[src/rtl/mux_n_1_reg.sv]
// rtl/mux_n_1_reg.sv - registered N:1 channel selector with valid/ready handshake and auto-scan
module mux_n_1_reg #(
    parameter int WIDTH    = 4,
    parameter int CHANNELS = 16,
    parameter int SEL_W    = 4
) (
    input  logic                      clk,
    input  logic                      rst,
    input  logic [CHANNELS*WIDTH-1:0] din,
    input  logic [SEL_W-1:0]          sel,
    input  logic                      scan,
    input  logic                      in_valid,
    output logic                      in_ready,
    output logic [WIDTH-1:0]          res,
    output logic [SEL_W-1:0]          res_ch,
    output logic                      res_valid,
    input  logic                      out_ready,
    output logic                      sel_err
);

    // One extra bit so CHANNELS == 2**SEL_W is representable.
    localparam logic [SEL_W:0] CH_LIMIT = (SEL_W + 1)'(CHANNELS);

    logic [WIDTH-1:0] res_q, res_d;
    logic [SEL_W-1:0] res_ch_q, res_ch_d;
    logic             res_valid_q, res_valid_d;
    logic             sel_err_q, sel_err_d;
    logic [SEL_W-1:0] scan_ptr_q, scan_ptr_d;

    logic             accept;
    logic [SEL_W-1:0] ch;
    logic             ch_oor;
    logic             ch_wrap;
    logic [WIDTH-1:0] ch_data;

    assign in_ready = !res_valid_q || out_ready;
    assign accept   = in_valid && in_ready;
    assign ch       = scan ? scan_ptr_q : sel;
    assign ch_oor   = ({1'b0, ch} >= CH_LIMIT);
    assign ch_wrap  = ({1'b0, ch} >= (CH_LIMIT - 1'b1));

    always_comb begin
        ch_data = '0;
        for (int k = 0; k < CHANNELS; k++) begin
            if (ch == SEL_W'(k)) begin
                ch_data = din[k*WIDTH +: WIDTH];
            end
        end
    end

    always_comb begin
        res_d       = res_q;
        res_ch_d    = res_ch_q;
        res_valid_d = res_valid_q;
        sel_err_d   = sel_err_q;
        scan_ptr_d  = scan_ptr_q;
        if (accept) begin
            res_d       = ch_oor ? '0 : ch_data;
            res_ch_d    = ch;
            sel_err_d   = ch_oor;
            res_valid_d = 1'b1;
            // Pointer follows the last captured channel in either mode.
            scan_ptr_d  = ch_wrap ? '0 : ch + SEL_W'(1);
        end else if (out_ready) begin
            res_valid_d = 1'b0;
        end
    end

    always_ff @(posedge clk) begin
        if (rst) begin
            res_q       <= '0;
            res_ch_q    <= '0;
            res_valid_q <= 1'b0;
            sel_err_q   <= 1'b0;
            scan_ptr_q  <= '0;
        end else begin
            res_q       <= res_d;
            res_ch_q    <= res_ch_d;
            res_valid_q <= res_valid_d;
            sel_err_q   <= sel_err_d;
            scan_ptr_q  <= scan_ptr_d;
        end
    end

    assign res       = res_q;
    assign res_ch    = res_ch_q;
    assign res_valid = res_valid_q;
    assign sel_err   = sel_err_q;

endmodule
[config.mk]
export PLATFORM = sky130hd
export DESIGN_NAME = mux_n_1_reg
export DESIGN_NICKNAME = d
export VERILOG_FILES = /design/src/rtl/mux_n_1_reg.sv
export SDC_FILE = /design/constraint.sdc
export NUM_CORES = 1
export LEC_CHECK = 0
export CAP_MARGIN = 20
export CORE_ASPECT_RATIO = 1.4
export CORE_MARGIN = 8
export CORE_UTILIZATION = 47
export CTS_CLUSTER_SIZE = 30
export DETAILED_ROUTE_END_ITERATION = 10
export DONT_BUFFER_PORTS = 1
export SLEW_MARGIN = 20
export SYNTH_ARGS = -nofsm -noshare
export SYNTH_HDL_FRONTEND = slang
export SYNTH_SLANG_ARGS = --single-unit
[constraint.sdc]
create_clock -name clk -period 2.95 [get_ports clk]
set_input_delay 0.1475 -clock clk [delete_from_list [all_inputs] [get_ports clk]]
set_output_delay 0.1475 -clock clk [all_outputs]
set_load 0.01 [all_outputs]
==> qor.csv <==
metric,value,unit
status,finished clean,
top_reg_cell synth,dfxtp_1,
top cell type by total area after synthesis,dfxtp_1,
most frequent cells in the layout,"29 x nand2_1, 15 x nor2_1, 15 x a21oi_1",
largest net degree at the start of global routing,19,
critical path class,flip-flop to flip-flop,
share of power burned in registers,33.9,%
FF+latch area,260.3,um^2
worst slew pin tran,0.6771,ns
ANT nets after route,0,
Pre-antenna DRT Iters,4,
met2 wire len,2702,um
worst hold slack,0.04048,ns
FF-to-FF path depth,8,
Global Route Usage Sum,19.47,%
Die Y,81.78,um
area of the multi-input gates,0.001089,mm^2
RePlAce Congestion,0.9390,
CTS resizes,0,
"commonest non-fill, non-tap cell in the layout",nand2_1,
nets@finish,281,
Die W,62.99,um
"Largest stage delay, worst path",0.42,ns
crit path time final,2.387,ns
Initial Utilization,47.90,%
post-synth cell types,54,
antenna violations before repair,0,
"Slew Viols, Final",0,
"top cells by area, synth","dfxtp_1 18%, nand2_1 7.5%, a21oi_1 5.2%",
MaxCap Viol Count,0,
CP Capture Type,flip-flop,
Antenna Cells,0,
H-tree levels,1,
static leakage,0.5645,nW
dpl cell area,0.001499,mm^2
P_sw,0.2299,mW
final setup fails,0,
syn avg cell area,7.156,um^2
Synth Area in Compound Gates,40.65,%
Fin Setup TNS,0,ns
vias in the first global route,1683,
Mapped Area,0.001453,mm^2
Synth top area share,17.92,%
share of power burned in the clock network,26.3,%
CP Launch Type,flip-flop,
RSZ-0062 raised after global routing,false,
wire length per cell,22.39,um
core area,0.003033,mm^2
clk slew on worst S/H paths,0.06,ns
Routed WL,5419,um
Simple-Gate Fraction of Synth Area,26.53,%
final non-filler cell total,242,
syn nets,280,
first-pass GRT wire length,8155,um
Worst Hold Path Cells,2,
crit share post-route,80.92,%
clock sinks,13,
clk_skew,0.002221,ns
Vias/cell,6.798,
met1 wire length,2072,um
Synth async-reset ratio,0,%
DRT iter0 DRCs,77,
Buffers on Ports,0,
Power per Cell Area,396.6,mW/mm^2
worst-path cell chain,mux2i_1 -> inv_1 -> ha_1 -> or2_2 -> a221oi_1 -> o32ai_1 -> a222oi_1 -> o41ai_1,
sw frac,37.04,%
Logic pwr share,39.8,%
Max-slew headroom,54.84,%
post-route DRC violation count,0,
mux contribution to synthesized area,3.445,%
GRT Residual Overflow,0,
Post-Synth XOR/XNOR Area,0.6029,%
Max clock buf depth,2,
number of synthesized register bits,13,
P&R area growth vs syn,7.752,%
worst vdd ir,0.2046,mV
Final Hold Fails,0,
CTS tree,built,
largest family of logic cells by synthesized area,compound AO/OA/AOI/OAI gates,
top sig layer,met4,
routed wl met3,560,um
maximum fanout along the worst path,12,
YS warnings,0,
Post-Synth Adder-Cell Area,3.445,%
Post-synth EDFFs,0,
Internal Power,0.3908,mW
data arrival time of the worst path,2.51,ns
via count,1645,
# IOs,84,
design area,0.001565,mm^2
layout cells sized above 1,9.852,%
clock insertion delay at the later pin of the skew report,0.25,ns
Fillers,318,
Placement Rows,24,
placed cell count,236,
Critical-path top delay cell,a222oi_1,
HP Class,primary input to flip-flop,
die area,0.005151,mm^2
fmax,418.9,MHz
Worst Path Required,3.07,ns
root buf cell,clkbuf_8,
sequential area share after synthesis,17.92,%
Synth Instances,203,
CTS buffer count,3,
DP Wirelength,4409,um
## through the flow
stage	total power, mW	util (%)	setup slack (ns)
floorplan	0.3964	-	0.6148
global placement	0.4489	49.42	0.6369
detailed placement	0.4529	49.42	0.6099
CTS	0.6207	51.61	0.5749
global route	0.6554	51.61	0.3241
finish	0.6207	51.61	0.5627
## Yosys cell counts, types with 3 or more instances
| library cell | n |
|---|---|
| nand2_1 | 29 |
| a21oi_1 | 15 |
| nor2_1 | 15 |
| dfxtp_1 | 13 |
| inv_1 | 9 |
| a221oi_1 | 8 |
| a211oi_1 | 7 |
| o22ai_1 | 7 |
| clkbuf_1 | 6 |
| buf_2 | 5 |
| mux2i_1 | 5 |
| nand2b_1 | 5 |
| nor2b_1 | 5 |
| nor3_1 | 5 |
| ha_1 | 4 |
| nand3b_1 | 4 |
| o21ai_0 | 4 |
| o32ai_1 | 4 |
| a22oi_1 | 3 |
| a31oi_1 | 3 |
| nand3_1 | 3 |
| o211ai_1 | 3 |
## metal layers
| layer | vias to the layer above | track usage [%] |
|---|---|---|
| met4 | 0 | 7.323 |
| met2 | 100 | 35.46 |
| met3 | 9 | 5.730 |
| li1 | 776 | - |
| met5 | - | 0 |
| met1 | 760 | 20.93 |
## kinds of logic (layout without fill, tap and decap cells)
logic type               Yosys count  in the layout
AND/OR/NAND/NOR                   78             78
AO/OA/AOI/OAI                     76             76
buffers and inverters             25             25
flip-flops                        13             13
multiplexers                       5              5
adder cells (fa/ha/maj)            4              4
other                              1              1
XOR/XNOR                           1              1
## cell type report
| class | instances | area share, % |
|---|---|---|
| tap | 39 | 3.118 |
| clock inverter | 1 | 0.3197 |
| multi-input combinational | 165 | 69.54 |
| timing repair buffer | 10 | 5.116 |
| inverter | 11 | 2.638 |
| clock buffer | 3 | 2.638 |
| sequential | 13 | 16.63 |
## flip-flops by register name, indices dropped and copies added (netlist names)
name and cells:
res 4, res_ch 4, scan_ptr_q 4, res_valid 1
## power by group through the flow
stage | clock network (mW) | logic, mW | registers [mW]
after floorplan | 0 | 0.187 | 0.210
after global placement | 0 | 0.236 | 0.213
after detailed placement | 0 | 0.239 | 0.214
after CTS | 0.166 | 0.244 | 0.211
after global routing | 0.175 | 0.268 | 0.213
final | 0.163 | 0.247 | 0.211
## what timing repair did
action / CTS / global route
buffers inserted: 0 / 0
endpoints found under the hold margin: 10 / 0
hold buffers: 2 / 0
## path summary, 6_finish.rpt
kind	from	end	slack (ns)
min	in_valid	res_valid	0.04
max reg2reg	scan_ptr_q[1]	res[2]	0.56
max	scan_ptr_q[1]	res[2]	0.56
min reg2reg	scan_ptr_q[0]	scan_ptr_q[0]	0.47
## critical path, delay by kind of cell, from the launching register on
kind / cells / cell delay [ns]
AOI/OAI and AO/OA: 4 / 0.92
and+or+nand+nor: 1 / 0.38
adders and majority gates: 1 / 0.33
DFF: 1 / 0.32
muxes: 1 / 0.20
buffers and inverters: 1 / 0.10
(Power assumes the default switching activity.)
